$ cat config.mk
export PLATFORM = sky130hd
export DESIGN_NAME = id_ex_operand_stage
export DESIGN_NICKNAME = d
export VERILOG_FILES = /design/src/rtl/mips_pkg.sv /design/src/rtl/forward_mux.sv /design/src/rtl/id_ex_operand_stage.sv
export SDC_FILE = /design/constraint.sdc
export NUM_CORES = 1
export LEC_CHECK = 0
export CAP_MARGIN = 20
export CORE_MARGIN = 5
export CORE_UTILIZATION = 41
export CTS_CLUSTER_SIZE = 8
export DETAILED_ROUTE_END_ITERATION = 6
export PLACE_DENSITY = 0.82
export REMOVE_ABC_BUFFERS = 1
export SYNTH_ARGS = -nofsm -noshare
export SYNTH_HDL_FRONTEND = slang
export SYNTH_SLANG_ARGS = --single-unit
$ cat constraint.sdc
create_clock -name clk -period 2.9 [get_ports clk]
set_input_delay 0.58 -clock clk [delete_from_list [all_inputs] [get_ports clk]]
set_output_delay 0.58 -clock clk [all_outputs]
set_load 0.02 [all_outputs]
$ cat src/rtl/mips_pkg.sv
// Shared definitions for the ID/EX operand stage: ALU opcodes, datapath widths
// and the record of instruction fields captured from decode.
package mips_pkg;

    localparam int CPU_DATA_W  = 32;
    localparam int CPU_REG_AW  = 5;
    localparam int CPU_SEL_W   = 3;
    localparam int CPU_IMM_W   = 16;
    localparam int CPU_SHAMT_W = 5;

    typedef enum logic [CPU_SEL_W-1:0] {
        ALU_ADD = 3'b000,
        ALU_SUB = 3'b001,
        ALU_AND = 3'b010,
        ALU_OR  = 3'b011,
        ALU_NOR = 3'b100,
        ALU_SLL = 3'b101,
        ALU_SRL = 3'b110,
        ALU_SLT = 3'b111
    } alu_op_e;

    typedef struct packed {
        logic                   valid;
        logic [CPU_REG_AW-1:0]  rs;
        logic [CPU_REG_AW-1:0]  rt;
        logic [CPU_DATA_W-1:0]  rs_data;
        logic [CPU_DATA_W-1:0]  rt_data;
        logic [CPU_IMM_W-1:0]   imm;
        logic                   imm_sext;
        logic                   src_imm;
        logic [CPU_SHAMT_W-1:0] shamt;
        logic                   use_shamt;
        logic [CPU_SEL_W-1:0]   alu_sel;
        logic                   sign1;
        logic                   sign2;
        logic [CPU_REG_AW-1:0]  rd;
        logic                   reg_write;
        logic                   mem_read;
        logic                   mem_write;
    } stage_t;

    function automatic logic [CPU_DATA_W-1:0] ext_imm(input logic [CPU_IMM_W-1:0] imm,
                                                      input logic                 sext);
        return sext ? {{(CPU_DATA_W-CPU_IMM_W){imm[CPU_IMM_W-1]}}, imm}
                    : {{(CPU_DATA_W-CPU_IMM_W){1'b0}}, imm};
    endfunction

endpackage

$ cat src/rtl/forward_mux.sv
// Single-source operand forwarding: EX/MEM beats MEM/WB beats the value read
// from the register file; register 0 is never forwarded.
module forward_mux #(
    parameter int DATA_W = 32,
    parameter int REG_AW = 5
) (
    input  logic [REG_AW-1:0] i_src,
    input  logic [DATA_W-1:0] i_reg_data,
    input  logic              i_exm_we,
    input  logic [REG_AW-1:0] i_exm_rd,
    input  logic [DATA_W-1:0] i_exm_data,
    input  logic              i_mwb_we,
    input  logic [REG_AW-1:0] i_mwb_rd,
    input  logic [DATA_W-1:0] i_mwb_data,
    output logic [DATA_W-1:0] o_data
);

    logic w_src_nz;
    logic w_exm_hit;
    logic w_mwb_hit;

    always_comb begin
        w_src_nz  = (i_src != '0);
        w_exm_hit = i_exm_we && (i_exm_rd == i_src) && w_src_nz;
        w_mwb_hit = i_mwb_we && (i_mwb_rd == i_src) && w_src_nz;
        o_data    = i_reg_data;
        if (w_exm_hit) begin
            o_data = i_exm_data;
        end else if (w_mwb_hit) begin
            o_data = i_mwb_data;
        end
    end

endmodule

$ cat src/rtl/id_ex_operand_stage.sv
// ID/EX pipeline register feeding the ALU: captures decoded fields, forwards
// from EX/MEM and MEM/WB, selects immediates/shamt, and bubbles on load-use.
module id_ex_operand_stage
    import mips_pkg::*;
#(
    parameter int DATA_W = 32,
    parameter int REG_AW = 5,
    parameter int SEL_W  = 3
) (
    input  logic              clk,
    input  logic              reset,
    input  logic              id_valid,
    input  logic [REG_AW-1:0] id_rs,
    input  logic [REG_AW-1:0] id_rt,
    input  logic              id_rs_used,
    input  logic              id_rt_used,
    input  logic [DATA_W-1:0] id_rs_data,
    input  logic [DATA_W-1:0] id_rt_data,
    input  logic [15:0]       id_imm,
    input  logic              id_imm_sext,
    input  logic              id_src_imm,
    input  logic [4:0]        id_shamt,
    input  logic              id_use_shamt,
    input  logic [SEL_W-1:0]  id_alu_sel,
    input  logic              id_sign1,
    input  logic              id_sign2,
    input  logic [REG_AW-1:0] id_rd,
    input  logic              id_reg_write,
    input  logic              id_mem_read,
    input  logic              id_mem_write,
    input  logic              flush,
    input  logic              exm_reg_write,
    input  logic [REG_AW-1:0] exm_rd,
    input  logic [DATA_W-1:0] exm_result,
    input  logic              mwb_reg_write,
    input  logic [REG_AW-1:0] mwb_rd,
    input  logic [DATA_W-1:0] mwb_result,
    output logic              stall_id,
    output logic              ex_valid,
    output logic [DATA_W-1:0] ex_alu_a,
    output logic [DATA_W-1:0] ex_alu_b,
    output logic [SEL_W-1:0]  ex_alu_sel,
    output logic              ex_sign1,
    output logic              ex_sign2,
    output logic [DATA_W-1:0] ex_store_data,
    output logic [REG_AW-1:0] ex_rd,
    output logic              ex_reg_write,
    output logic              ex_mem_read,
    output logic              ex_mem_write
);

    stage_t            r_stage;
    stage_t            w_id_rec;
    logic              w_stall;
    logic [DATA_W-1:0] w_fwd_rs;
    logic [DATA_W-1:0] w_fwd_rt;

    always_comb begin
        w_id_rec           = '0;
        w_id_rec.valid     = id_valid;
        w_id_rec.rs        = id_rs;
        w_id_rec.rt        = id_rt;
        w_id_rec.rs_data   = id_rs_data;
        w_id_rec.rt_data   = id_rt_data;
        w_id_rec.imm       = id_imm;
        w_id_rec.imm_sext  = id_imm_sext;
        w_id_rec.src_imm   = id_src_imm;
        w_id_rec.shamt     = id_shamt;
        w_id_rec.use_shamt = id_use_shamt;
        w_id_rec.alu_sel   = id_alu_sel;
        w_id_rec.sign1     = id_sign1;
        w_id_rec.sign2     = id_sign2;
        w_id_rec.rd        = id_rd;
        w_id_rec.reg_write = id_reg_write;
        w_id_rec.mem_read  = id_mem_read;
        w_id_rec.mem_write = id_mem_write;
    end

    // A load in EX cannot feed a consumer in ID this cycle; a flush kills the
    // consumer anyway, so it suppresses the stall.
    always_comb begin
        w_stall = r_stage.valid && r_stage.mem_read && (r_stage.rd != '0) && id_valid &&
                  ((id_rs_used && (id_rs == r_stage.rd)) ||
                   (id_rt_used && (id_rt == r_stage.rd))) && !flush;
    end

    // ID -> EX boundary; bubbles are fully zeroed so operands never go X.
    always_ff @(posedge clk) begin
        if (reset) begin
            r_stage <= '0;
        end else if (flush || w_stall) begin
            r_stage <= '0;
        end else begin
            r_stage <= w_id_rec;
        end
    end

    forward_mux #(.DATA_W(DATA_W), .REG_AW(REG_AW)) u_fwd_rs (
        .i_src      (r_stage.rs),
        .i_reg_data (r_stage.rs_data),
        .i_exm_we   (exm_reg_write),
        .i_exm_rd   (exm_rd),
        .i_exm_data (exm_result),
        .i_mwb_we   (mwb_reg_write),
        .i_mwb_rd   (mwb_rd),
        .i_mwb_data (mwb_result),
        .o_data     (w_fwd_rs)
    );

    forward_mux #(.DATA_W(DATA_W), .REG_AW(REG_AW)) u_fwd_rt (
        .i_src      (r_stage.rt),
        .i_reg_data (r_stage.rt_data),
        .i_exm_we   (exm_reg_write),
        .i_exm_rd   (exm_rd),
        .i_exm_data (exm_result),
        .i_mwb_we   (mwb_reg_write),
        .i_mwb_rd   (mwb_rd),
        .i_mwb_data (mwb_result),
        .o_data     (w_fwd_rt)
    );

    // Shift instructions shift the rt value by shamt, overriding any immediate.
    always_comb begin
        if (r_stage.use_shamt) begin
            ex_alu_a = w_fwd_rt;
            ex_alu_b = {{(DATA_W-5){1'b0}}, r_stage.shamt};
        end else begin
            ex_alu_a = w_fwd_rs;
            ex_alu_b = r_stage.src_imm ? ext_imm(r_stage.imm, r_stage.imm_sext) : w_fwd_rt;
        end
        stall_id      = w_stall;
        ex_valid      = r_stage.valid;
        ex_store_data = w_fwd_rt;
        ex_alu_sel    = r_stage.alu_sel;
        ex_sign1      = r_stage.sign1;
        ex_sign2      = r_stage.sign2;
        ex_rd         = r_stage.rd;
        ex_reg_write  = r_stage.valid && r_stage.reg_write;
        ex_mem_read   = r_stage.valid && r_stage.mem_read;
        ex_mem_write  = r_stage.valid && r_stage.mem_write;
    end

endmodule

Word level (Yosys, flattened, before mapping)
Cells that the tools add are included.
{ "word_totals": {"ff_bits": 112, "output_inout_bits": 111, "elab_cells": 55} }
{ "classes": {"eq_ne": 6, "mux": 8, "n_reduce_logical": 24} }
{ "ops": {"columns": ["operator", "count"], "rows": [
  ["two-way mux 32 bit", 8],
  ["== test 5 bit", 6],
  ["logical AND 1 bit", 17],
  ["nonzero test 5 bit", 3],
  ["logical OR 1 bit", 2],
  ["OR reduction 2 bit", 1],
  ["zero test 1 bit", 1]
]} }

Longest topological paths before layout
{ "depth": {"ltp_word": 7, "ltp_mapped": 9, "ltp_nobuf": 5} }

Modules after synthesis
From an unflattened synthesis, not the netlist that was laid out.
{ "unflattened": {"hier_cells": 896, "area_unflattened_um2": 6897.9} }
{ "by_module_without_submodules": {"columns": ["mod", "instances", "cells_per_inst", "area_each_um2", "seq_area_each_um2"], "rows": [
  ["id_ex_operand_stage", 1, 500, 4690.7, 2242.2],
  ["forward_mux", 2, 198, 1103.6, 0.0]
]} }

Least setup slack after synthesis
OpenSTA, ideal clock, no wires.
{ "synth_path": {"path_kind": "input to output", "from": "in mwb_rd[3]", "to": "out ex_alu_b[31]", "t_arrival_ns": 2.290, "setup_slack_ns": 0.030, "stages": 7, "n_path_buf": 2, "cell_sequence": "xnor2_1 and4_1 clkbuf_1 buf_1 nand3_1 a31oi_1 a21o_1"} }
{ "synth_via": {"elab_chain_len": 7} }
{ "synth_lines": {"columns": ["item", "line", "source"], "rows": [
  ["from (decl)", "id_ex_operand_stage.sv:36", "input logic [REG_AW-1:0] mwb_rd,"],
  ["== test 5 bit", "forward_mux.sv:25", "w_mwb_hit = i_mwb_we && (i_mwb_rd == i_src) && w_src_nz;"],
  ["logical AND 1 bit (2 in a row)", "forward_mux.sv:25", null],
  ["two-way mux 32 bit", "forward_mux.sv:29", "end else if (w_mwb_hit) begin"],
  ["two-way mux 32 bit", "forward_mux.sv:27", "if (w_exm_hit) begin"],
  ["via ex_store_data[31]", "id_ex_operand_stage.sv:45", "output logic [DATA_W-1:0] ex_store_data,"],
  ["two-way mux 32 bit", "id_ex_operand_stage.sv:129", "ex_alu_b = r_stage.src_imm ? ext_imm(r_stage.imm, r_stage.imm_sext) : w_fwd_rt;"],
  ["two-way mux 32 bit", "id_ex_operand_stage.sv:124", "if (r_stage.use_shamt) begin"],
  ["to (decl)", "id_ex_operand_stage.sv:41", "output logic [DATA_W-1:0] ex_alu_b,"]
]} }
The timed path passes the listed nets, and every way through them passes these cells.

Worst setup path in the final report
{ "layout_path": {"from": "reg r_stage[105] (netlist name)", "to": "out ex_alu_b[7]"} }
{ "layout_via": {"elab_chain_len": 7} }
{ "layout_lines": {"columns": ["item", "line", "source"], "rows": [
  ["from (decl)", "id_ex_operand_stage.sv:52", "stage_t r_stage;"],
  ["from (signal assigned)", "id_ex_operand_stage.sv:94", "r_stage <= w_id_rec;"],
  ["== test 5 bit", "forward_mux.sv:25", null],
  ["logical AND 1 bit (2 in a row)", "forward_mux.sv:25", null],
  ["two-way mux 32 bit", "forward_mux.sv:29", null],
  ["two-way mux 32 bit *", "forward_mux.sv:27", null],
  ["two-way mux 32 bit *", "id_ex_operand_stage.sv:129", null],
  ["two-way mux 32 bit *", "id_ex_operand_stage.sv:124", null]
]} }
Mark *: on every way between the ends. The rest lies on a longest branch, timed or not.

==> impl_metrics.tcl <==
set metrics [dict create \
    status "finished with violations" \
    violations "setup timing" \
    crit_end "ex_alu_b[7]" \
    fin_skew_ps 8.43 \
    multiInputGateArea_mm2 0.00420 \
    netlist_instances 695 \
    nNetsFinal 1261 \
    min_path_type "input port to flop" \
    grt_pass1_wl_um 40200 \
    fin_cells 1262 \
    hold-path-cell-count 2 \
    grt_max_degree 75 \
    chipHeight_um 130 \
    rr_worst_depth 7 \
    clkTransAtPathRegs_ps 80 \
    dr.pass1.iters 5 \
    dp.cells 1196 \
    crit_path_end_kind "output port" \
    r2r-start "ex_rd[4]" \
    cts_buffer_depth 2 \
    area_growth_pct 93.6 \
    fin_crit_ps 3180 \
    cts_inserted_buffers 9 \
    critical-path-max-stage-delay_ps 580 \
    fin_crit_sh_pct 110 \
    synth_cell_types 45 \
    worstMarginPinSlew_ps 468 \
    ant_nets 0 \
    grt_use_total_pct 31.2 \
    rsz0062_at_grt "yes" \
    fmax_ghz 0.315 \
    synthesis.area_mm2 0.00595 \
    seqCellArea_mm2 0.00225 \
    powerDensity_mw_per_mm2 375 \
    yosysSeqAreaShare_pct 37.7 \
    setup_violations 95 \
    antenna_found_initial 6 \
    start_util_pct 41.4 \
    reg2reg_setup_slack_ps 1080 \
    drive_gt1_share_pct 35.6 \
    worstPathCellList "or4_4 -> o211ai_4 -> or2_4 -> buf_6 -> buf_16 -> nor2_1 -> o41ai_4 -> buf_4" \
    final_common_cell "clkdlybuf4s50_1" \
    drv_slew 0 \
    grt_pass1_vias 7353 \
    setup_tns_ps -15760 \
    ys_warn_count 0 \
    grt_overflow 0 \
    synth_seq_cells 112 \
    dp_hpwl_um 18500 \
    fin_ws_ps -278 \
    final_cell_mix "194 x clkdlybuf4s50_1, 115 x and2_1, 106 x dfxtp_1, 100 x buf_4, 90 x buf_6" \
    fillers 858 \
    slew_headroom_pct 68.6 \
    cts-root-buf "clkbuf_16" \
    vias 7290 \
    drt_wl_total_um 29500 \
    syn_area_per_cell_um2 8.56 \
    post-route-drc-count 0 \
    place_congestion 0.940 \
    initialDrtViolationCount 520 \
    critical_path.startpoint_type "flop" \
    cp-startpoint "r_stage[105]" \
    cp.required_ps 2320 \
    hold_viol_final 0 \
    die_w_um 130 \
    peakVddDrop_mv 0.299 \
    critical_path_class "flop to output port" \
    vias_per_cell 5.78 \
    h-tree-depth 3 \
    postCtsHoldBufs 0 \
    port_buffers 303 \
    rows 44 \
    cp_slowest_cell "or4_4" \
    max_cap_violations 0 \
    crit_arrival_ps 2600 \
    cts.sinks 112 \
    io_pins 304 \
    clkLatencyLatePin_ps 350 \
    cts_tree "done" \
    dieArea_mm2 0.0170 \
    core-area_mm2 0.0144 \
    p_leak_nw 4.85 \
    r2r_end "r_stage[83]" \
    wl_per_cell_um 23.4 \
    cp_max_fo 7 \
]
==> layout make-up <==
cell class,count,share of cell area (%)
Timing Repair Buffer,429,38.9
Multi-Input combinational cell,515,36.5
Sequential cell,112,19.5
Clock buffer,11,2.19
Tap cell,184,2.00
Clock inverter,5,0.739
Antenna cell,5,0.109
Inverter,1,0.0326
==> metal layers <==
layer  share of wire (%)  global-route usage, %  up-vias
met3                 9.5                   7.64      123
met2                  50                   54.2      496
li1                    -                      -     3233
met1                  35                   34.8     3436
met4                 5.1                   17.8        2
met5               0.044                      0        -
==> Yosys cell counts (all sizes together) <==
| library cell | count | share of area [%] |
|---|---|---|
| nor2 | 37 | 2.3 |
| nand3 | 70 | 5.9 |
| dfxtp | 112 | 38 |
| buf | 27 | 3.2 |
| xnor2 | 26 | 3.8 |
| nand2 | 36 | 2.4 |
| or4 | 2 | 0.32 |
| nor3 | 17 | 1.4 |
| inv | 1 | 0.063 |
| a21oi | 1 | 0.27 |
| clkbuf | 40 | 2.5 |
| a21o | 17 | 2.1 |
| or2 | 1 | 0.11 |
| a211oi | 2 | 0.25 |
| nor2b | 1 | 0.11 |
| o211ai | 3 | 0.69 |
| nand4 | 16 | 1.8 |
| and3 | 18 | 1.9 |
| a31oi | 16 | 1.7 |
| nor4 | 1 | 0.21 |
| and4 | 2 | 0.29 |
| o2bb2ai | 1 | 0.15 |
| o41ai | 10 | 2.7 |
| a2111o | 1 | 0.19 |
| o21ai | 62 | 5.2 |
| o22ai | 2 | 0.21 |
| xor2 | 4 | 0.59 |
| o211a | 3 | 0.50 |
| mux2 | 13 | 2.5 |
| nor3b | 1 | 0.13 |
| and2 | 115 | 12 |
| o221a | 31 | 5.9 |
| a311oi | 1 | 0.15 |
| a22oi | 5 | 0.63 |
==> through the flow <==
step	instance area [µm²]	power (mW)	utilization (%)	hold slack (ps)	setup WS (ps)
6_report	11500	4.32	80.2	775	-278
5_1_grt	11500	4.46	80.2	774	-354
4_1_cts	10900	4.19	75.5	768	-245
3_5_place_dp	9670	2.72	67.3	1080	-784
3_3_place_gp	9670	2.70	67.3	1080	-755
2_1_floorplan	5610	2.06	-	702	-2670
==> what timing repair did <==
action | in CTS | in global routing
setup endpoints to repair | 97 | 96
resized for setup | 657 | 150
hold endpoints to repair | 0 | 0
pin swaps | 48 | 56
cloned | 11 | 1
buffers inserted | 24 | 18
==> power by group <==
part	leakage, nW	switching (mW)	internal (mW)
clock	0.163	0.590	0.812
combinational	3.77	0.576	0.708
sequential	0.922	0.0300	1.60
==> state kept, by name, summed over array words and instances (netlist names) <==
name and count:
ex_rd 5, ex_sign1 1, ex_valid 1, r_stage 101, ex_sign2 1, ex_alu_sel 3
==> logic make-up (layout without fill, tap and decap cells) <==
logic type	count (synthesis)	after routing	share of synthesized area, %
xor gates and xnor gates	30	30	4.42
other	0	5	0
AOI/OAI and AO/OA	155	155	20.7
buffers and inverters	68	446	5.76
and+or+nand+nor	317	317	29.0
DFF	112	112	37.7
muxes	13	13	2.46
==> worst min-delay path by stage <==
stage	startpoint	end
floorplan	id_alu_sel[0]	ex_alu_sel[0]
global placement	r_stage[1]	r_stage[13]
detailed placement	r_stage[1]	r_stage[13]
CTS	id_sign1	ex_sign1
global route	id_sign1	ex_sign1
finish	id_sign1	ex_sign1
==> critical path: cells and delay by family (launching register included) <==
| family | cells | cell delay [ps] |
|---|---|---|
| buffers and inverters | 3 | 470 |
| flip-flops | 1 | 330 |
| AND/OR/NAND/NOR | 3 | 950 |
| AO/OA/AOI/OAI | 2 | 510 |
Note: power is estimated with default switching activity, not from simulation.
